<file path="src/rtl/fanout_fork_pkg.sv">
// Shared constants and mask type for the fanout fork.
// Package name fanout_pkg is kept for compatibility with existing importers.
package fanout_pkg;

    localparam int unsigned FANOUT_MAX_OUT = 32;
    localparam int unsigned STALL_CNT_W    = 16;

    typedef logic [FANOUT_MAX_OUT-1:0] fanout_mask_t;

    function automatic fanout_mask_t fanout_onehot(input int unsigned idx);
        fanout_onehot      = '0;
        fanout_onehot[idx] = 1'b1;
    endfunction

endpackage

</file>
<file path="src/rtl/fanout_fork_if.sv">
// Upstream/downstream ready-valid bundle for fanout_fork.
// The fork itself connects through the slave modport; the environment uses master.
interface fanout_fork_if #(
    parameter int unsigned NUM_OUT = 9,
    parameter int unsigned DATA_W  = 32
);
    logic               in_valid;
    logic               in_ready;
    logic [DATA_W-1:0]  in_data;
    logic [NUM_OUT-1:0] out_valid;
    logic [NUM_OUT-1:0] out_ready;
    logic [DATA_W-1:0]  out_data;

    modport master (
        output in_valid, in_data, out_ready,
        input  in_ready, out_valid, out_data
    );

    modport slave (
        input  in_valid, in_data, out_ready,
        output in_ready, out_valid, out_data
    );
endinterface

</file>
<file path="src/rtl/fanout_fork_ready_and.sv">
// NUM_OUT-wide ready reduction: a branch is satisfied when inactive, already
// done, ready, or explicitly ignored (used to exclude a branch from its own term).
module fanout_ready_and #(
    parameter int unsigned NUM_OUT = 9
) (
    input  logic [NUM_OUT-1:0] act,
    input  logic [NUM_OUT-1:0] done,
    input  logic [NUM_OUT-1:0] ready,
    input  logic [NUM_OUT-1:0] ignore,
    output logic               all_ready
);
    always_comb begin
        all_ready = 1'b1;
        for (int unsigned i = 0; i < NUM_OUT; i++) begin
            all_ready = all_ready & (~act[i] | done[i] | ready[i] | ignore[i]);
        end
    end
endmodule

</file>
<file path="src/rtl/fanout_fork.sv">
// Ready/valid fork broadcasting one token to all active branches (EAGER or lazy).
// Optional FANOUT_FORK_STALL_CNT_EN adds stall_cnt and stall_branch outputs.
module fanout_fork
    import fanout_pkg::*;
#(
    parameter int unsigned NUM_OUT = 9,
    parameter int unsigned DATA_W  = 32,
    parameter bit          EAGER   = 1'b1
) (
    input  logic               clk,
    input  logic               rst_n,
    input  logic [NUM_OUT-1:0] cfg_en,
    input  logic [NUM_OUT-1:0] cfg_sel,
    fanout_fork_if.slave       bus
`ifdef FANOUT_FORK_STALL_CNT_EN
    ,
    output logic [STALL_CNT_W-1:0] stall_cnt,
    output logic [NUM_OUT-1:0]     stall_branch
`endif
);
    logic [NUM_OUT-1:0] act;
    logic [NUM_OUT-1:0] done;
    logic               fire;

    assign act          = cfg_en & cfg_sel;
    assign bus.out_data = bus.in_data[DATA_W-1:0];
    assign fire         = bus.in_valid & bus.in_ready;

    fanout_ready_and #(.NUM_OUT(NUM_OUT)) u_in_ready (
        .act       (act),
        .done      (done),
        .ready     (bus.out_ready),
        .ignore    ('0),
        .all_ready (bus.in_ready)
    );

    if (EAGER) begin : g_eager
        // Masking with act keeps deactivated branches from holding stale done bits.
        always_ff @(posedge clk or negedge rst_n) begin
            if (!rst_n) begin
                done <= '0;
            end else if (fire) begin
                done <= '0;
            end else begin
                done <= (done | (bus.out_valid & bus.out_ready)) & act;
            end
        end

        assign bus.out_valid = {NUM_OUT{bus.in_valid}} & act & ~done;
    end else begin : g_lazy
        assign done = '0;

        // Each branch is offered only when every other active branch is ready too.
        for (genvar i = 0; i < NUM_OUT; i++) begin : g_branch
            localparam fanout_mask_t SELF = fanout_onehot(i);
            logic others_ready;

            fanout_ready_and #(.NUM_OUT(NUM_OUT)) u_others (
                .act       (act),
                .done      (done),
                .ready     (bus.out_ready),
                .ignore    (SELF[NUM_OUT-1:0]),
                .all_ready (others_ready)
            );

            assign bus.out_valid[i] = bus.in_valid & act[i] & others_ready;
        end
    end

`ifdef FANOUT_FORK_STALL_CNT_EN
    always_ff @(posedge clk or negedge rst_n) begin
        if (!rst_n) begin
            stall_cnt <= '0;
        end else if (bus.in_valid && !bus.in_ready && (stall_cnt != '1)) begin
            stall_cnt <= stall_cnt + 1'b1;
        end
    end

    assign stall_branch = act & ~done & ~bus.out_ready & {NUM_OUT{bus.in_valid}};
`endif

endmodule

</file>
<file path="src/flat_wrapper.sv">
// flat-port wrapper written by rule: the top's interface ports become plain ports
module fanout_fork_flat import fanout_pkg::*;
#(
    parameter int unsigned NUM_OUT = 9,
    parameter int unsigned DATA_W  = 32,
    parameter bit          EAGER   = 1'b1
)
  (clk, rst_n, cfg_en, cfg_sel, bus_in_valid, bus_in_data, bus_out_ready, bus_in_ready, bus_out_valid, bus_out_data);
  fanout_fork_if #(.NUM_OUT(NUM_OUT), .DATA_W(DATA_W)) bus_i ();
  input  logic clk;
  input  logic rst_n;
  input  logic [NUM_OUT-1:0] cfg_en;
  input  logic [NUM_OUT-1:0] cfg_sel;
  input wire logic [$bits(bus_i.in_valid)-1:0] bus_in_valid;
  input wire logic [$bits(bus_i.in_data)-1:0] bus_in_data;
  input wire logic [$bits(bus_i.out_ready)-1:0] bus_out_ready;
  output wire logic [$bits(bus_i.in_ready)-1:0] bus_in_ready;
  output wire logic [$bits(bus_i.out_valid)-1:0] bus_out_valid;
  output wire logic [$bits(bus_i.out_data)-1:0] bus_out_data;
  assign bus_i.in_valid = bus_in_valid;
  assign bus_i.in_data = bus_in_data;
  assign bus_i.out_ready = bus_out_ready;
  assign bus_in_ready = bus_i.in_ready;
  assign bus_out_valid = bus_i.out_valid;
  assign bus_out_data = bus_i.out_data;
  fanout_fork #(.NUM_OUT(NUM_OUT), .DATA_W(DATA_W), .EAGER(EAGER)) u_core (.clk(clk), .rst_n(rst_n), .cfg_en(cfg_en), .cfg_sel(cfg_sel), .bus(bus_i));
endmodule
</file>
<file path="config.mk">
export PLATFORM = sky130hd
export DESIGN_NAME = fanout_fork_flat
export DESIGN_NICKNAME = d
export VERILOG_FILES = /design/src/rtl/fanout_fork_pkg.sv /design/src/rtl/fanout_fork_if.sv /design/src/rtl/fanout_fork_ready_and.sv /design/src/rtl/fanout_fork.sv /design/src/flat_wrapper.sv
export SDC_FILE = /design/constraint.sdc
export NUM_CORES = 1
export LEC_CHECK = 0
export ABC_AREA = 1
export ABC_CLOCK_PERIOD_IN_PS = 1500
export CORE_UTILIZATION = 28
export DETAILED_ROUTE_END_ITERATION = 7
export PLACE_DENSITY = 0.81
export SETUP_SLACK_MARGIN = 0.05
export SKIP_LAST_GASP = 1
export SLEW_MARGIN = 0
export SYNTH_ARGS = -nofsm -noshare
export SYNTH_HDL_FRONTEND = slang
export SYNTH_SLANG_ARGS = --single-unit
</file>
<file path="constraint.sdc">
create_clock -name clk -period 1.5 [get_ports clk]
set_input_delay 0.3 -clock clk [delete_from_list [all_inputs] [get_ports clk]]
set_output_delay 0.3 -clock clk [all_outputs]
set_load 0.02 [all_outputs]
</file>
==> results of run 1 <==
==> worst paths after layout <==
check	endpoint	start	depth (start not counted)	slack, ns
worst max-delay path	bus_in_ready	bus_out_ready[2]	5	-0.08
worst min-delay path	u_core.done[4]	rst_n	1	0.34
worst max register to register	u_core.done[1]	u_core.done[2]	11	0
worst min register to register	u_core.done[4]	u_core.done[4]	4	0.64
max in group asynchronous	u_core.done[8]	rst_n	1	0.87
min in group clk	u_core.done[5]	cfg_sel[5]	5	0.42
==> worst reg2reg max path: cells and delay by family (launching register included) <==
kind / cells / cell delay (ns)
buf+inv: 6 / 0.61
flops: 1 / 0.37
compound gates: 1 / 0.18
simple gates: 4 / 0.30
==> metal layers <==
layer / GRT usage (%) / vias up / share of wire [%]
met1: 11.9 / 366 / 40
met5: 0 / - / 0
met2: 22.2 / 34 / 52
met4: 6.80 / 0 / 0.70
li1: - / 421 / -
met3: 4.18 / 4 / 7.0
==> synthesized netlist by cell type, types with 2 or more instances <==
library cell  number
nand4_1            3
nor2_2             2
a21oi_1            9
inv_2              3
nand2_2            5
nor2_1             7
dfrtp_1            9
buf_4             32
nor3_1             8
inv_1             20
nand2_1           24
nand4_2            2
==> metrics by stage <==
step | instances | utilization (%)
CTS | 200 | 40.1
floorplan | 131 | -
finish | 200 | 40.6
global route | 200 | 40.6
detailed placement | 191 | 38.6
global placement | 191 | 38.6
==> kinds of logic (layout without fill, tap and decap cells) <==
kind of cell | count (synthesis) | count (layout) | share of synthesized area [%]
buffers and inverters | 57 | 82 | 37.5
AND/OR/NAND/NOR | 55 | 55 | 31.7
AO/OA/AOI/OAI | 10 | 10 | 5.60
flip-flops | 9 | 9 | 25.2
==> power breakdown <==
part / leakage, nW / internal, mW / switching [mW] / total (mW)
Sequential: 0.123 / 0.251 / 0.00503 / 0.256
Clock: 0.0150 / 0.103 / 0.0859 / 0.188
Combinational: 0.566 / 0.133 / 0.121 / 0.254
Total: 0.705 / 0.486 / 0.212 / 0.698
==> layout make-up <==
cell class	count	area share, %
inverters	24	7.63
clock buffers	4	2.14
repair buffers	54	36.2
well taps	44	4.48
flip-flops and latches	9	18.3
multi-input cells	65	31.2
==> timing repair <==
action | CTS | global route
endpoints found under the setup margin | 10 | 15
setup buffers | 5 | 0
pin swaps | 16 | 5
gates resized for setup | 88 | 9
gates cloned | 0 | 0
hold buffers | 0 | 0
==> flow_summary.json, run 1 <==
{
  "mostFrequentLayoutCell": "dlygate4sd2_1",
  "drc_errors": 0,
  "seq_area_frac_synth_pct": 25.2,
  "hold_viol": 0,
  "htree_num_levels": 1,
  "max_clock_freq_mhz": 634,
  "antenna_found_initial": 0,
  "ys_seq_elements": 9,
  "vias": 825,
  "grt_pass1_vias": 757,
  "cts_buffers": 3,
  "power_leakage_nw": 0.705,
  "drv_cap": 0,
  "ir_worst_vdd_mv": 0.182,
  "start_kind": "input pin",
  "syn_nets": 193,
  "num_antenna_cells": 0,
  "post-route-cell-area_um2": 1230,
  "synthArstFlopShare_pct": 100,
  "critical-path-max-stage-delay_ns": 0.44,
  "tightest_slew_ns": 0.410,
  "seq_area_um2": 225,
  "top_register": "u_core.done",
  "ys.flop_type": "dfrtp_1",
  "area_delta_synth_final_pct": 37.7,
  "slew_headroom_pct": 72.6,
  "total_power_uw": 698,
  "avgRoutedWirePerCell_um": 10.0,
  "synth-edff-count": 0,
  "overflow": 0,
  "die_w_um": 58.5,
  "via_per_inst": 4.13,
  "outcome": "finished with violations",
  "largest_reg_flops": 9,
  "rsz0062_at_grt": "true",
  "drt_iter0_markers": 7,
  "pin_count": 104,
  "worst_ep_required_time_ns": 1.20,
  "drive_gt1_share_pct": 35.3,
  "yosys.area.top_type": "buf_4",
  "ant_nets": 0,
  "setup-violations-final": 10,
  "cts_buffer_depth": 2,
  "hold_path_class": "in -> async",
  "netlist_area_um2": 893,
  "grt_usage_pct": 12.1,
  "place_ws_ns": -0.749,
  "cts_tree": "yes",
  "period_minus_slack_ns": 1.58,
  "synth_area_per_cell_um2": 6.82,
  "finalMaxSlewViolations": 0,
  "hpwl_mm": 1.51,
  "synth_cell_type_count": 19,
  "dieArea_um2": 3420,
  "power-per-cell-area_nw_per_um2": 568,
  "grt_max_degree": 11,
  "n_fill_cell": 324,
  "fin_crit_sh_pct": 105,
  "cp_top_family": "buffers and inverters",
  "slowest_stage": "clkdlybuf4s50_1",
  "clock_skew_ns": 0.000798,
  "die_h_um": 58.5,
  "synth_area_leaders": "buf_4 27%, dfrtp_1 25%, nand2_1 10%",
  "fin_nets": 219,
  "synthCells": 131,
  "place.gp.congestion": 0.723,
  "hold_ws_ns": 0.340,
  "finalWorstSetupSlack_ns": -0.0764,
  "mostFrequentLayoutCells": "25 x dlygate4sd2_1, 22 x nand2_1, 20 x inv_1, 20 x buf_4",
  "core_um2": 3030,
  "dpl_cell_area_um2": 1170,
  "violations": "negative setup slack",
  "yosysWarnings": 0,
  "drtPass1Iterations": 4,
  "critical_path_class": "in -> out",
  "cp.arrival_ns": 1.28,
  "multi_input_area_um2": 384,
  "crit_chain": "clkdlybuf4s50_1 > o21ai_2 > nor2_4 > and2_4 > buf_6",
  "floorplan.rows": 20,
  "synth_top_cell_area_share_pct": 26.9,
  "start_util_pct": 29.5,
  "end_kind": "primary output",
  "root_buffer": "clkbuf_4",
  "worst-path-buf-inv": 2,
  "clk_pin_slew_worst_paths_ns": 0.06,
  "clk_latency_ns": 0.25,
  "wirelength_mm": 2.00,
  "path_max_fanout": 2,
  "grt_first_pass_wirelength_mm": 3.08,
  "clock_sinks": 9,
  "port-buffer-count": 39,
  "reg.largest.list": "u_core.done x9",
  "tns_ns": -0.181
}
Power figures use the tool's default switching activity.
==> run 2: changes to the inputs <==
- CORE_UTILIZATION: 28 -> 29
- PLACE_DENSITY: 0.81 -> 0.84
==> flow_summary.json, run 2 (synthesized netlist as in run 1, its figures left out) <==
{
  "end_kind": "primary output",
  "hold_path_class": "in -> async",
  "slew_headroom_pct": 71.1,
  "hold_ws_ns": 0.347,
  "tightest_slew_ns": 0.432,
  "fin_nets": 215,
  "avgRoutedWirePerCell_um": 10.8,
  "cts_tree": "yes",
  "start_util_pct": 31.6,
  "mostFrequentLayoutCell": "dlygate4sd2_1",
  "violations": "design-rule violations, negative setup slack",
  "worst_ep_required_time_ns": 1.20,
  "cts_buffers": 3,
  "worst-path-buf-inv": 2,
  "intPower_uw": 474,
  "largest_reg_flops": 9,
  "drc_errors": 9,
  "floorplan.rows": 19,
  "drive_gt1_share_pct": 32.9,
  "r2r-start": "u_core.done[3]",
  "cp_top_family": "buffers and inverters",
  "grt_first_pass_wirelength_mm": 3.14,
  "core_um2": 2830,
  "vias": 830,
  "drtPass1Iterations": 7,
  "p_sw_uw": 209,
  "path_max_fanout": 2,
  "htree_num_levels": 1,
  "power-per-cell-area_nw_per_um2": 588,
  "outcome": "finished with violations",
  "port-buffer-count": 39,
  "reg.largest.list": "u_core.done x9",
  "cp-startpoint": "bus_out_ready[2]",
  "grt_max_degree": 11,
  "ant_nets": 0,
  "grt_usage_pct": 12.7,
  "top_register": "u_core.done",
  "reg2reg_slack_ns": 0.02,
  "finalMaxSlewViolations": 0,
  "place_ws_ns": -0.686,
  "tns_ns": -0.0554,
  "cts_buffer_depth": 2,
  "mostFrequentLayoutCells": "27 x dlygate4sd2_1, 22 x nand2_1, 19 x inv_1",
  "num_antenna_cells": 0,
  "die_h_um": 57.5,
  "start_kind": "input pin",
  "cp.arrival_ns": 1.26,
  "die_w_um": 57.5,
  "n_fill_cell": 317,
  "sequentialPowerShare_pct": 37.4,
  "clk_pin_slew_worst_paths_ns": 0.06,
  "clk_latency_ns": 0.26,
  "worstReg2RegEnd": "u_core.done[7]",
  "wirelength_mm": 1.97,
  "ir_worst_vdd_mv": 0.191,
  "overflow": 0,
  "setup-violations-final": 1,
  "drt_iter0_markers": 21,
  "area_delta_synth_final_pct": 30.0,
  "antenna_found_initial": 0,
  "clockPowerShare_pct": 27.6,
  "slowest_stage": "clkdlybuf4s50_1",
  "fin_crit_sh_pct": 104,
  "grt_pass1_vias": 783,
  "root_buffer": "clkbuf_4",
  "critical-path-max-stage-delay_ns": 0.51,
  "drv_cap": 0,
  "critical_path_class": "in -> out",
  "via_per_inst": 4.54,
  "hold_viol": 0,
  "period_minus_slack_ns": 1.56,
  "max_clock_freq_mhz": 643,
  "rsz0062_at_grt": "true",
  "crit_chain": "clkdlybuf4s50_1 > o21ai_2 > nor2_2 > and2_4 > buf_6",
  "pin_count": 104,
  "power_leakage_nw": 0.671,
  "reg2reg_depth": 11,
  "clock_sinks": 9,
  "swShare_pct": 30.5,
  "finalWorstSetupSlack_ns": -0.0554,
  "cts_hold_buffers": 0,
  "dieArea_um2": 3310,
  "combPwrFrac_pct": 34.9,
  "place.gp.congestion": 0.733,
  "hpwl_mm": 1.45,
  "clock_skew_ns": 0.00180
}
## run 2: how the worst max path moves through the flow
stage               depth (start not counted)      endpoint  slack (ns)
CTS                                         6  bus_in_ready       -0.07
global placement                            7  bus_in_ready       -0.67
finish                                      5  bus_in_ready       -0.06
floorplan                                   6  bus_in_ready        0.30
detailed placement                          8  bus_in_ready       -0.69
global route                                6  bus_in_ready       -0.09
## run 2: worst reg2reg max path, cell delays in order (launching register included)
cell     delay (ns)
dfrtp_1        0.38
inv_1          0.07
nand4_1        0.11
o21ai_2        0.10
nor2_2         0.06
buf_4          0.13
buf_4          0.12
buf_4          0.12
buf_4          0.13
nand3_4        0.10
nand2_1        0.07
inv_1          0.05
## run 2: metrics by stage
step / total power, mW / cells / area [um^2] / utilization (%)
2_1_floorplan: 0.480 / 131 / 893 / -
3_3_place_gp: 0.495 / 173 / 1110 / 39.4
3_5_place_dp: 0.498 / 173 / 1110 / 39.4
4_1_cts: 0.685 / 182 / 1130 / 40.0
5_1_grt: 0.728 / 183 / 1160 / 41.0
6_report: 0.683 / 183 / 1160 / 41.0
## run 2: power groups by stage
| stage | clock [mW] | combinational [mW] | sequential (mW) |
|---|---|---|---|
| after global placement | 0 | 0.235 | 0.260 |
| after CTS | 0.196 | 0.233 | 0.256 |
| after detailed placement | 0 | 0.239 | 0.260 |
| after floorplan | 0 | 0.220 | 0.259 |
| after global routing | 0.208 | 0.263 | 0.256 |
| final | 0.189 | 0.239 | 0.256 |
## run 2: timing repair
action                                  CTS  global route
endpoints found under the hold margin     0             0
resized for setup                        84            10
endpoints found under the setup margin   10            14
buffers inserted                          5             1
pin swaps                                19             8
## run 2: per-layer routing
layer	wire length [um]	vias to the layer above	track usage, %
met2	988	44	21.6
met4	27	0	6.62
li1	-	416	-
met5	0	-	0
met3	219	6	5.44
met1	734	364	13.2
## run 2: area by class of cell
| type | instances | area (um^2) | area share [%] |
|---|---|---|---|
| multi-input combinational | 65 | 374 | 32.2 |
| inverter | 24 | 93.8 | 8.08 |
| clock buffer | 4 | 26.3 | 2.26 |
| tap | 31 | 38.8 | 3.34 |
| timing repair buffer | 50 | 403 | 34.7 |
| sequential | 9 | 225 | 19.4 |
